--- src/rtl/clock_fmt_pkg.sv ---
// clock_fmt_pkg
//   Shared constants for the clock line formatter: line geometry, ASCII codes,
//   BCD field limits, character positions of every field, and small helpers
//   for BCD/ASCII conversion and 24h -> 12h hour mapping.
package clock_fmt_pkg;

  localparam int LINE_CHARS = 16;

  // ASCII characters used on the two lines
  localparam logic [7:0] CH_SP    = 8'h20;
  localparam logic [7:0] CH_COLON = 8'h3A;
  localparam logic [7:0] CH_0     = 8'h30;
  localparam logic [7:0] CH_A     = 8'h41;
  localparam logic [7:0] CH_D     = 8'h44;
  localparam logic [7:0] CH_E     = 8'h45;
  localparam logic [7:0] CH_H     = 8'h48;
  localparam logic [7:0] CH_I     = 8'h49;
  localparam logic [7:0] CH_L     = 8'h4C;
  localparam logic [7:0] CH_M     = 8'h4D;
  localparam logic [7:0] CH_N     = 8'h4E;
  localparam logic [7:0] CH_O     = 8'h4F;
  localparam logic [7:0] CH_P     = 8'h50;
  localparam logic [7:0] CH_R     = 8'h52;
  localparam logic [7:0] CH_T     = 8'h54;
  localparam logic [7:0] CH_U     = 8'h55;
  localparam logic [7:0] CH_Y     = 8'h59;

  // BCD limits of the time fields
  localparam logic [7:0] HH_MAX = 8'h23;
  localparam logic [7:0] MS_MAX = 8'h59;

  // Character positions (0 = leftmost)
  localparam int POS_LABEL = 0;
  localparam int POS_HH    = 6;
  localparam int POS_C1    = 8;
  localparam int POS_MM    = 9;
  localparam int POS_C2    = 11;
  localparam int POS_SS    = 12;
  localparam int POS_AMPM  = 14;
  localparam int POS_DD    = 4;
  localparam int POS_MODE  = 12;

  // Integer (0..999) to three BCD digits; used for the day limit parameter
  function automatic logic [11:0] int_to_bcd3(input int v);
    return {4'((v / 100) % 10), 4'((v / 10) % 10), 4'(v % 10)};
  endfunction

  function automatic logic [7:0] bcd_ascii(input logic [3:0] n);
    return CH_0 + {4'h0, n};
  endfunction

  // 24-hour BCD hour to 12-hour BCD hour (00 -> 12, 13..23 -> 01..11)
  function automatic logic [7:0] hh_to_12h(input logic [7:0] hh);
    logic [4:0] b;
    logic [4:0] t;
    b = 5'(hh[7:4]) * 5'd10 + 5'(hh[3:0]);
    if (b == 5'd0) begin
      t = 5'd12;
    end else if (b > 5'd12) begin
      t = b - 5'd12;
    end else begin
      t = b;
    end
    if (t >= 5'd10) begin
      return {4'd1, 4'(t - 5'd10)};
    end else begin
      return {4'd0, t[3:0]};
    end
  endfunction

endpackage

--- src/rtl/bcd_mod_counter.sv ---
// bcd_mod_counter
//   Multi-digit BCD counter that wraps to zero after MAX_VAL (BCD encoded).
//   Ports:
//     i_clk       clock
//     i_rst_n     synchronous active-low reset (value -> 0)
//     i_inc       advance by one this cycle
//     i_load      load i_load_val (has priority over i_inc)
//     i_load_val  BCD value to load
//     o_value     current BCD value
//     o_carry     high when i_inc is set and the counter is at MAX_VAL
module bcd_mod_counter #(
  parameter int                    DIGITS  = 2,
  parameter logic [4*DIGITS-1:0]   MAX_VAL = '0
) (
  input  logic                  i_clk,
  input  logic                  i_rst_n,
  input  logic                  i_inc,
  input  logic                  i_load,
  input  logic [4*DIGITS-1:0]   i_load_val,
  output logic [4*DIGITS-1:0]   o_value,
  output logic                  o_carry
);

  logic [4*DIGITS-1:0] r_value;
  logic [4*DIGITS-1:0] w_inc_val;
  logic [4*DIGITS-1:0] w_next;
  logic                w_ripple;
  logic                w_at_max;

  assign w_at_max = (r_value == MAX_VAL);

  // Plain BCD increment: a digit steps only when every lower digit is 9
  always_comb begin
    w_inc_val = r_value;
    w_ripple  = 1'b1;
    for (int d = 0; d < DIGITS; d++) begin
      if (w_ripple) begin
        if (r_value[d*4 +: 4] == 4'd9) begin
          w_inc_val[d*4 +: 4] = 4'd0;
        end else begin
          w_inc_val[d*4 +: 4] = r_value[d*4 +: 4] + 4'd1;
          w_ripple            = 1'b0;
        end
      end else begin
        w_inc_val[d*4 +: 4] = r_value[d*4 +: 4];
      end
    end
  end

  assign w_next = w_at_max ? '0 : w_inc_val;

  // Value register: load beats increment
  always_ff @(posedge i_clk) begin
    if (!i_rst_n) begin
      r_value <= '0;
    end else if (i_load) begin
      r_value <= i_load_val;
    end else if (i_inc) begin
      r_value <= w_next;
    end else begin
      r_value <= r_value;
    end
  end

  assign o_value = r_value;
  assign o_carry = i_inc && w_at_max;

endmodule

--- src/rtl/clock_line_formatter.sv ---
// clock_line_formatter
//   Keeps BCD time of day and a day counter, advanced by a prescaled mclk, and
//   renders two registered 16-character ASCII lines for the LCD controller.
//   Optional macro: TWELVE_HOUR_EN selects a 12-hour display with AM/PM.
//   Ports:
//     mclk      system clock
//     rst       synchronous active-low reset
//     hold      1 = prescaler frozen, line B shows HOLD
//     set_en    one-cycle load strobe for set_hh/set_mm/set_ss/set_dd (BCD)
//     set_err   one-cycle pulse after a set_en carrying an invalid value
//     sec_tick  one-cycle pulse after each second increment
//     LineA     time line, char i at [i*8+:8]
//     LineB     day/mode line, same packing
module clock_line_formatter
  import clock_fmt_pkg::*;
#(
  parameter int MFREQ_KHZ = 1,
  parameter int DAY_MAX   = 999
) (
  input  logic         mclk,
  input  logic         rst,
  input  logic         hold,
  input  logic         set_en,
  input  logic [7:0]   set_hh,
  input  logic [7:0]   set_mm,
  input  logic [7:0]   set_ss,
  input  logic [11:0]  set_dd,
  output logic         set_err,
  output logic         sec_tick,
  output logic [127:0] LineA,
  output logic [127:0] LineB
);

  localparam int          PRESC_N     = MFREQ_KHZ * 1000;
  localparam int          PW          = (PRESC_N > 1) ? $clog2(PRESC_N) : 1;
  localparam logic [11:0] DAY_MAX_BCD = int_to_bcd3(DAY_MAX);

  logic [PW-1:0]  r_presc;
  logic           r_sec_tick;
  logic           r_set_err;
  logic [127:0]   r_line_a;
  logic [127:0]   r_line_b;

  logic           w_tc;
  logic           w_tick;
  logic           w_valid;
  logic           w_load;
  logic           w_adv;
  logic [7:0]     w_ss;
  logic [7:0]     w_mm;
  logic [7:0]     w_hh;
  logic [11:0]    w_dd;
  logic           w_ss_carry;
  logic           w_mm_carry;
  logic           w_hh_carry;
  logic           w_dd_carry_unused;

  function automatic logic [127:0] f_line_a(input logic [7:0] hh,
                                            input logic [7:0] mm,
                                            input logic [7:0] ss);
    logic [127:0] l;
    logic [7:0]   dh;
    l = {LINE_CHARS{CH_SP}};
    l[(POS_LABEL+0)*8 +: 8] = CH_T;
    l[(POS_LABEL+1)*8 +: 8] = CH_I;
    l[(POS_LABEL+2)*8 +: 8] = CH_M;
    l[(POS_LABEL+3)*8 +: 8] = CH_E;
`ifdef TWELVE_HOUR_EN
    dh = hh_to_12h(hh);
    l[POS_AMPM*8 +: 8]     = (hh < 8'h12) ? CH_A : CH_P;
    l[(POS_AMPM+1)*8 +: 8] = CH_M;
`else
    dh = hh;
`endif
    l[POS_HH*8 +: 8]     = bcd_ascii(dh[7:4]);
    l[(POS_HH+1)*8 +: 8] = bcd_ascii(dh[3:0]);
    l[POS_C1*8 +: 8]     = CH_COLON;
    l[POS_MM*8 +: 8]     = bcd_ascii(mm[7:4]);
    l[(POS_MM+1)*8 +: 8] = bcd_ascii(mm[3:0]);
    l[POS_C2*8 +: 8]     = CH_COLON;
    l[POS_SS*8 +: 8]     = bcd_ascii(ss[7:4]);
    l[(POS_SS+1)*8 +: 8] = bcd_ascii(ss[3:0]);
    return l;
  endfunction

  function automatic logic [127:0] f_line_b(input logic [11:0] dd,
                                            input logic        hold_mode);
    logic [127:0] l;
    l = {LINE_CHARS{CH_SP}};
    l[(POS_LABEL+0)*8 +: 8] = CH_D;
    l[(POS_LABEL+1)*8 +: 8] = CH_A;
    l[(POS_LABEL+2)*8 +: 8] = CH_Y;
    l[POS_DD*8 +: 8]        = bcd_ascii(dd[11:8]);
    l[(POS_DD+1)*8 +: 8]    = bcd_ascii(dd[7:4]);
    l[(POS_DD+2)*8 +: 8]    = bcd_ascii(dd[3:0]);
    if (hold_mode) begin
      l[POS_MODE*8 +: 32] = {CH_D, CH_L, CH_O, CH_H};
    end else begin
      l[POS_MODE*8 +: 32] = {CH_SP, CH_N, CH_U, CH_R};
    end
    return l;
  endfunction

  // Prescaler terminal count; a frozen prescaler never ticks
  assign w_tc   = (r_presc == PW'(PRESC_N - 1));
  assign w_tick = !hold && w_tc;

  // BCD ordering matches numeric ordering once every nibble is a digit
  assign w_valid = (set_hh[7:4] <= 4'd9) && (set_hh[3:0] <= 4'd9) &&
                   (set_mm[7:4] <= 4'd9) && (set_mm[3:0] <= 4'd9) &&
                   (set_ss[7:4] <= 4'd9) && (set_ss[3:0] <= 4'd9) &&
                   (set_dd[11:8] <= 4'd9) && (set_dd[7:4] <= 4'd9) &&
                   (set_dd[3:0] <= 4'd9) &&
                   (set_hh <= HH_MAX) && (set_mm <= MS_MAX) &&
                   (set_ss <= MS_MAX) && (set_dd <= DAY_MAX_BCD);

  assign w_load = set_en && w_valid;
  // A load in the tick cycle swallows that tick
  assign w_adv  = w_tick && !w_load;

  // Prescaler: cleared by a valid load, frozen by hold, wraps at terminal count
  always_ff @(posedge mclk) begin
    if (!rst) begin
      r_presc <= '0;
    end else if (w_load) begin
      r_presc <= '0;
    end else if (hold) begin
      r_presc <= r_presc;
    end else if (w_tc) begin
      r_presc <= '0;
    end else begin
      r_presc <= r_presc + PW'(1);
    end
  end

  bcd_mod_counter #(.DIGITS(2), .MAX_VAL(MS_MAX)) u_ss (
    .i_clk(mclk), .i_rst_n(rst), .i_inc(w_adv), .i_load(w_load),
    .i_load_val(set_ss), .o_value(w_ss), .o_carry(w_ss_carry)
  );

  bcd_mod_counter #(.DIGITS(2), .MAX_VAL(MS_MAX)) u_mm (
    .i_clk(mclk), .i_rst_n(rst), .i_inc(w_ss_carry), .i_load(w_load),
    .i_load_val(set_mm), .o_value(w_mm), .o_carry(w_mm_carry)
  );

  bcd_mod_counter #(.DIGITS(2), .MAX_VAL(HH_MAX)) u_hh (
    .i_clk(mclk), .i_rst_n(rst), .i_inc(w_mm_carry), .i_load(w_load),
    .i_load_val(set_hh), .o_value(w_hh), .o_carry(w_hh_carry)
  );

  bcd_mod_counter #(.DIGITS(3), .MAX_VAL(DAY_MAX_BCD)) u_dd (
    .i_clk(mclk), .i_rst_n(rst), .i_inc(w_hh_carry), .i_load(w_load),
    .i_load_val(set_dd), .o_value(w_dd), .o_carry(w_dd_carry_unused)
  );

  // Status pulses, one cycle after the event
  always_ff @(posedge mclk) begin
    if (!rst) begin
      r_sec_tick <= 1'b0;
      r_set_err  <= 1'b0;
    end else begin
      r_sec_tick <= w_adv;
      r_set_err  <= set_en && !w_valid;
    end
  end

  // Both lines are rebuilt on the same edge from the counter registers
  always_ff @(posedge mclk) begin
    if (!rst) begin
      r_line_a <= f_line_a(8'h00, 8'h00, 8'h00);
      r_line_b <= f_line_b(12'h000, 1'b0);
    end else begin
      r_line_a <= f_line_a(w_hh, w_mm, w_ss);
      r_line_b <= f_line_b(w_dd, hold);
    end
  end

  assign sec_tick = r_sec_tick;
  assign set_err  = r_set_err;
  assign LineA    = r_line_a;
  assign LineB    = r_line_b;

endmodule

--- config.mk ---
export PLATFORM = sky130hd
export DESIGN_NAME = clock_line_formatter
export DESIGN_NICKNAME = d
export VERILOG_FILES = /design/src/rtl/clock_fmt_pkg.sv /design/src/rtl/bcd_mod_counter.sv /design/src/rtl/clock_line_formatter.sv
export SDC_FILE = /design/constraint.sdc
export NUM_CORES = 1
export LEC_CHECK = 0
export BUFFER_PORTS_ARGS = -buffer_cell sky130_fd_sc_hd__buf_4
export CAP_MARGIN = 20
export CORE_AREA = 2 2 116 118
export CTS_BUF_LIST = sky130_fd_sc_hd__clkbuf_2
export CTS_CLUSTER_SIZE = 14
export DETAILED_ROUTE_END_ITERATION = 6
export DIE_AREA = 0 0 118 120
export MAX_ROUTING_LAYER = met4
export PLACE_DENSITY = 0.88
export SYNTH_ARGS = -nofsm -noshare
export SYNTH_HDL_FRONTEND = slang
export SYNTH_SLANG_ARGS = --single-unit
--- constraint.sdc ---
create_clock -name mclk -period 5.1 [get_ports mclk]
set_input_delay 0.255 -clock mclk [delete_from_list [all_inputs] [get_ports mclk]]
set_output_delay 0.255 -clock mclk [all_outputs]
set_load 0.005 [all_outputs]
==> summary.txt, run 1 <==
Setup path
  – Crit. End Element: flip-flop
  – Crit path cell chain: ha_1 -> and2b_1 -> nand3_1 -> or4_1 -> o211ai_1 -> a21oi_1
  – Worst path arrival time: 3060 ps
  – Critical Path Max Stage Delay: 710 ps
  – Worst R2R Setup Slack: 2510 ps
  – Crit-path max FO: 20
  – CP required: 5570 ps
  – Crit-path slowest cell: or4_1
  – Setup CP Type: reg -> reg
  – Crit start category: flip-flop
  – Worst r2r src: r_presc[0]
  – Worst reg2reg path depth: 6
  – Reg2reg end: u_dd.o_value[11]

Timing
  – Tmin final: 2590 ps
  – Final Hold Viols: 0
  – Tcrit/Tclk final: 50.8%
  – Fmax: 0.386 GHz
  – Final Max Slew Viols: 0
  – RSZ-0062 raised after global routing: no
  – Setup TNS: 0 ps
  – Worst Skew: 41.8 ps
  – Slew margin rel.: 35.0%
  – Slew @ Worst Pin: 973 ps
  – Setup violations, final: 0

Min path
  – HP Class: in -> reg
  – Hold EP: u_mm.o_value[6]
  – Worst hold path cell count: 3
  – HP Start: set_mm[6]

Routing
  – Residual DRC: 0
  – WL final: 12600 um
  – Initial DRC Count: 384
  – Via density: 4.62
  – Wire length per cell: 13.2 um
  – Vias: 4407
  – Router iterations before antenna repair: 5
  – Post-route ant nets: 0

Cells and area
  – Ratio of cells with drive above 1 in the final layout: 14.6%
  – Fill count: 1178
  – Final net count: 826
  – P&R area growth vs syn: 6.51%
  – Design Area, Final: 6060 um2

Floorplan
  – Die Area: 14200 um2
  – # IOs: 298
  – Die Y: 120 um
  – Die X: 118 um
  – Starting Density: 43.8%
  – Core Box Area: 13000 um2
  – FP Rows: 42

CTS
  – Cts bufs inserted: 9
  – H-Tree Depth: 3
  – Root Buffer: clkbuf_2
  – CTS tree: yes
  – Clock Pin Slew Worst Setup and Hold Paths: 240 ps
  – Worst-skew pair later-pin latency: 590 ps
  – CTS resizes: 0
  – Maximum clock path buffer count: 2
  – Clock Sink Count: 86

GRT
  – Gr ovfl total: 0
  – Number of global-route vias before repair: 3808
  – All-layer global routing usage: 17.2%
  – Antenna violations before repair: 1
  – Global-route wire length before repair: 19200 um
  – Pin count of the biggest net entering global routing: 50

Job
  – Maxcap violations: 0

Placed design
  – Port buffer count: 87
  – Gp weighted congestion: 0.940
  – Placed inst area: 5620 um2
  – Detailed Place HPWL: 8580 um

Synthesis
  – Most frequent cells after synthesis: buf_4, dfxtp_1, nor2_1
  – #FFs+latches synth: 86
  – Synth area leader: dfxtp_1
  – Post-synth top area share: 30.3%
  – Post-synthesis cell type count: 58
  – Sequential element share of the synthesized area: 30.3%
  – Ys flop type: dfxtp_1
  – Cell Area, Synth: 5690 um2
  – FFs w/ async S/R, synth: 0%
  – Syn avg cell area: 8.44 um2
  – Yosys warns: 0
  – Synth area leaders: dfxtp_1, buf_4, o21ai_0, ha_1, and2_1
  – Post-synth EDFFs: 0
  – Mapped Cells: 674
  – Top-count cell post-synth: buf_4

Status
  – Status: finished, final reports clean

Power and ir drop
  – Pwr/cell area: 201 nW/um2
  – Maximum VDD drop: 0.0932 mV
  – Power Total: 1.22 mW
  – Leak: 2.84 nW
-- kinds of logic after synthesis --
| family | after synthesis | synth area share [%] |
|---|---|---|
| adder cells (fa/ha/maj) | 15 | 3.30 |
| XOR/XNOR | 14 | 2.15 |
| other | 2 | 0.132 |
| flip-flops | 86 | 30.3 |
| buffers and inverters | 258 | 31.6 |
| AND/OR/NAND/NOR | 181 | 18.9 |
| AO/OA/AOI/OAI | 104 | 11.2 |
| multiplexers | 14 | 2.46 |
-- where the power goes --
| part | switching [mW] | total, mW | leakage [nW] | internal [mW] |
|---|---|---|---|---|
| Clock | 0.250 | 0.413 | 0.0819 | 0.163 |
| Sequential | 0.00441 | 0.683 | 0.694 | 0.678 |
| Combinational | 0.0748 | 0.123 | 2.06 | 0.0481 |
-- worst max-delay path, delay by kind of cell, from the launching register on --
family          cells  cell delay, ps
fa+ha+maj           1             180
flops               1             420
simple gates        3            1620
compound gates      2             260
-- area by class of cell --
| class | instances | area (um2) | share of cell area, % |
|---|---|---|---|
| Timing Repair Buffer | 118 | 961 | 15.9 |
| Multi-Input combinational cell | 538 | 2950 | 48.7 |
| Sequential cell | 86 | 1720 | 28.4 |
| Antenna cell | 1 | 2.50 | 0.0413 |
| Clock inverter | 6 | 86.3 | 1.42 |
| Clock buffer | 10 | 50.0 | 0.826 |
| Inverter | 18 | 67.6 | 1.11 |
| Tap cell | 176 | 220 | 3.63 |
-- registers in the layout, indices dropped and copies added (netlist names) --
register / flops
u_dd.o_value: 12
LineA: 24
sec_tick: 1
LineB: 14
u_mm.o_value: 8
set_err: 1
r_presc: 10
u_ss.o_value: 8
u_hh.o_value: 8
-- placed cells by master, fill, tap and decap left out, types with 6 or more instances in the layout --
cell type / Yosys / final
and3_1: 7 / 7
conb_1: 2 / 210
buf_4: 219 / 88
mux2i_1: 14 / 14
ha_1: 15 / 15
nand3_1: 14 / 14
a211oi_1: 9 / 9
inv_1: 18 / 18
a21oi_1: 26 / 26
and2_1: 29 / 29
nor2_1: 48 / 48
nor4_1: 6 / 6
and4_1: 8 / 8
xnor2_1: 9 / 9
nand4_1: 7 / 7
a31oi_1: 7 / 7
dfxtp_1: 86 / 86
o21ai_0: 38 / 38
clkbuf_2: 1 / 10
and3b_1: 6 / 6
nor3_1: 9 / 9
nand2_1: 16 / 16
dlygate4sd3_1: 0 / 30
-- routing by layer --
layer	track usage (%)	wire length, um
met5	-	0
met1	20.1	4790
met2	28.1	6170
met3	3.14	1140
met4	9.71	459
-- repair_timing --
action / 4_1_cts / 5_1_grt
endpoints found under the hold margin: 32 / 0
hold buffers: 30 / 0
setup buffers: 0 / 0
endpoints found under the setup margin: 0 / 0
-- worst max-delay path by stage --
stage | end | depth (start not counted) | from | slack (ps)
after CTS | u_dd.o_value[11] | 6 | r_presc[0] | 2530
after global placement | r_presc[0] | 6 | set_hh[7] | 2580
after detailed placement | r_presc[3] | 6 | set_hh[7] | 2480
after floorplan | u_dd.o_value[11] | 6 | u_mm.o_value[4] | 3230
after global routing | u_dd.o_value[11] | 6 | r_presc[1] | 2350
final | u_dd.o_value[11] | 6 | r_presc[0] | 2510
-- metrics by stage --
stage | hold WS [ps] | utilization (%) | std cells | setup slack [ps]
after detailed placement | 482 | 43.3 | 906 | 2480
final | 33.1 | 46.7 | 953 | 2510
after global routing | 27.2 | 46.7 | 953 | 2350
after floorplan | 367 | - | 882 | 3230
after global placement | 465 | 43.3 | 906 | 2580
after CTS | 14.0 | 46.7 | 952 | 2530
(Power assumes the default switching activity.)
==> run 2, diff against run 1 <==
--- a/config.mk
+++ b/config.mk
@@ -5,13 +5,13 @@
 export SDC_FILE = /design/constraint.sdc
 export NUM_CORES = 1
 export LEC_CHECK = 0
+export ABC_AREA = 1
 export BUFFER_PORTS_ARGS = -buffer_cell sky130_fd_sc_hd__buf_4
 export CAP_MARGIN = 20
-export CORE_AREA = 2 2 116 118
+export CORE_UTILIZATION = 43
 export CTS_BUF_LIST = sky130_fd_sc_hd__clkbuf_2
 export CTS_CLUSTER_SIZE = 14
 export DETAILED_ROUTE_END_ITERATION = 6
-export DIE_AREA = 0 0 118 120
 export MAX_ROUTING_LAYER = met4
 export PLACE_DENSITY = 0.88
 export SYNTH_ARGS = -nofsm -noshare
==> constraint.sdc (replaced) <==
create_clock -name mclk -period 2.3 [get_ports mclk]
set_input_delay 0.115 -clock mclk [delete_from_list [all_inputs] [get_ports mclk]]
set_output_delay 0.115 -clock mclk [all_outputs]
set_load 0.005 [all_outputs]
==> summary.txt, run 2 <==
Synthesis
  – Xor/xnor cell area share of the yosys netlist: 2.51% (+0.35 points)
  – Synth area leader: dfxtp_1
  – Post-synth top area share: 29.0% (-1.3 points)
  – Largest family of logic cells by synthesized area: buffers and inverters
  – Mapped Cells: 844 (+25%)
  – Synth Area in Compound Gates: 5.01% (-6.2 points)
  – Cell Area, Synth: 5940 um2 (+4.4%)
  – Post-synth EDFFs: 0 (unchanged)
  – #FFs+latches synth: 86 (unchanged)
  – Simple-Gate Fraction of Synth Area: 24.9% (+6.0 points)
  – Yosys warns: 0 (unchanged)
  – Top-count cell post-synth: buf_4
  – Most frequent cells after synthesis: buf_4, nand2_1, inv_1
  – Synth area leaders: dfxtp_1, buf_4, nand2_1, inv_1, nor2_1
  – FFs w/ async S/R, synth: 0% (unchanged)
  – Mux contribution to synthesized area: 0% (-2.5 points)
  – Sequential element share of the synthesized area: 29.0% (-1.3 points)
  – Syn avg cell area: 7.04 um2 (-17%)
  – Ys flop type: dfxtp_1
  – Synth Area in Adders: 3.16% (-0.14 points)
  – Post-synthesis cell type count: 34 (-41%)

Floorplan
  – Core Box Area: 13300 um2 (+2.8%)
  – Die Y: 120 um (-0.36%)
  – FP Rows: 42 (unchanged)
  – Die Area: 14300 um2 (+0.96%)
  – # IOs: 298 (unchanged)
  – Die X: 120 um (+1.3%)
  – Starting Density: 44.5% (+0.69 points)

CTS
  – Worst-skew pair later-pin latency: 540 ps (-50 ps)
  – CTS tree: yes
  – Clock Pin Slew Worst Setup and Hold Paths: 230 ps (about the same)
  – Cts bufs inserted: 9 (unchanged)
  – Clock Sink Count: 86 (unchanged)
  – Postcts setup bufs: 0 (unchanged)
  – H-Tree Depth: 3 (unchanged)
  – Maximum clock path buffer count: 2 (unchanged)
  – Root Buffer: clkbuf_2

Cells and area
  – Leading cell type in the layout, fill and taps excluded: conb_1
  – Register Area: 1720 um2 (unchanged)
  – Most frequent cells in the layout: conb_1, nand2_1, inv_1, buf_4
  – Design Area, Final: 6420 um2 (+5.9%)
  – P&R area growth vs syn: 8.04%
  – Layout Cells excl Fill: 1137 (+19%)
  – N_diodes: 0 (-1)
  – Max reg flops: 24 (unchanged)
  – Final net count: 1011 (+22%)
  – Fill count: 1324 (+12%)
  – Post-layout util: 48.1% (+1.4 points)
  – Ratio of cells with drive above 1 in the final layout: 14.3% (-0.31 points)
  – Multi-input gate area: 2900 um2 (-1.6%)

Power and ir drop
  – Maximum VDD drop: 0.212 mV (+130%)
  – Pwr/cell area: 417 nW/um2 (+110%)
  – Leak: 3.62 nW (+28%)
  – Power Total: 2.68 mW (+120%)

Setup path
  – Setup CP Type: reg -> reg
  – CP required: 2790 ps (-2780 ps)
  – Worst path arrival time: 2460 ps (-600 ps)
  – Crit-path max FO: 9 (-55%)
  – Crit. End Element: flip-flop
  – Crit start category: flip-flop

Placed design
  – Gp weighted congestion: 0.919 (-2.2%)
  – Place WS: 384 ps (-2100 ps)
  – Placed inst area: 5950 um2 (+5.8%)
  – Placed insts: 1088 (+20%)
  – Detailed Place HPWL: 8900 um (+3.6%)
  – Port buffer count: 87 (unchanged)

Min path
  – HP Class: in -> reg

Timing
  – Setup TNS: 0 ps (unchanged)
  – Final Max Slew Viols: 0 (unchanged)
  – Fmax: 0.505 GHz (+31%)
  – Tmin final: 1980 ps (-611 ps)
  – Worst Skew: 27.8 ps (-14.1 ps)
  – RSZ-0062 raised after global routing: no
  – Setup violations, final: 0 (unchanged)
  – Hold_ws: 31.5 ps (-1.60 ps)
  – Final worst setup slack: 321 ps (-2190 ps)
  – Final Hold Viols: 0 (unchanged)
  – Tcrit/Tclk final: 86.0% (+35 points)

Routing
  – Post-route ant nets: 0 (unchanged)
  – WL final: 12100 um (-3.5%)
  – Via density: 4.24 (-8.4%)
  – Router iterations before antenna repair: 5 (unchanged)
  – Vias: 4818 (+9.3%)
  – Wire length per cell: 10.7 um (-19%)
  – Residual DRC: 0 (unchanged)
  – Initial DRC Count: 424 (+10%)

GRT
  – Antenna violations before repair: 0 (-1)
  – All-layer global routing usage: 16.8% (-0.41 points)
  – Number of global-route vias before repair: 4080 (+7.1%)
  – Gr ovfl total: 0 (unchanged)
  – Pin count of the biggest net entering global routing: 42 (-16%)
  – Global-route wire length before repair: 18800 um (-1.8%)

Status
  – Status: finished, final reports clean

Job
  – Maxcap violations: 0 (unchanged)
==> run 2: timing repair <==
| item | 4_1_cts | 5_1_grt |
|---|---|---|
| hold buffers | 33 | 0 |
| endpoints found under the setup margin | 0 | 0 |
| endpoints found under the hold margin | 57 | 0 |
| resized for setup | 0 | 0 |
==> run 2: cell type report <==
| cell class | instances | area share, % |
|---|---|---|
| inverter | 104 | 6.08 |
| timing repair buffer | 128 | 16.3 |
| clock inverter | 7 | 1.50 |
| tap | 176 | 3.43 |
| multi-input combinational | 627 | 45.2 |
| sequential | 86 | 26.8 |
| clock buffer | 9 | 0.701 |
==> run 2: cell families after synthesis <==
logic type / count (synthesis)
DFF: 86
and+or+nand+nor: 329
xor gates and xnor gates: 17
buffers and inverters: 339
adders and majority gates: 15
other: 2
AOI/OAI and AO/OA: 56
==> run 2: layer usage <==
layer | wire length (um) | vias up | part of all wire (%) | GRT usage [%]
met1 | 4810 | 2139 | 40 | 19.8
met3 | 872 | 22 | 7.2 | 2.61
met4 | 349 | 0 | 2.9 | 8.05
met2 | 6100 | 269 | 50 | 28.0
met5 | 0 | - | 0 | -
li1 | - | 2388 | - | -
==> run 2: path summary, 6_finish.rpt <==
| kind | from | end | slack, ps | cells after the start |
|---|---|---|---|---|
| max | u_ss.o_value[0] | u_dd.o_value[9] | 320 | 13 |
| min | set_dd[8] | u_dd.o_value[8] | 30 | 7 |
| max reg2reg | u_ss.o_value[0] | u_dd.o_value[9] | 320 | 13 |
| min reg2reg | u_dd.o_value[3] | LineB[51] | 480 | 2 |
==> run 2: power breakdown <==
group	total [mW]	switching [mW]	internal, mW
registers	1.51	0.00520	1.50
logic	0.274	0.168	0.106
clock network	0.899	0.534	0.364
==> run 2: worst max-delay path, cell delays in order, from the launching register on <==
cell,delay (ps)
dfxtp_1,500
ha_1,210
nand2_2,70
nor2_4,110
inv_2,100
nor2_8,120
inv_2,70
nor2_8,180
nand3_4,120
nand2_4,120
nand2_4,80
nor2_4,110
nor2_1,50
nor2_1,100
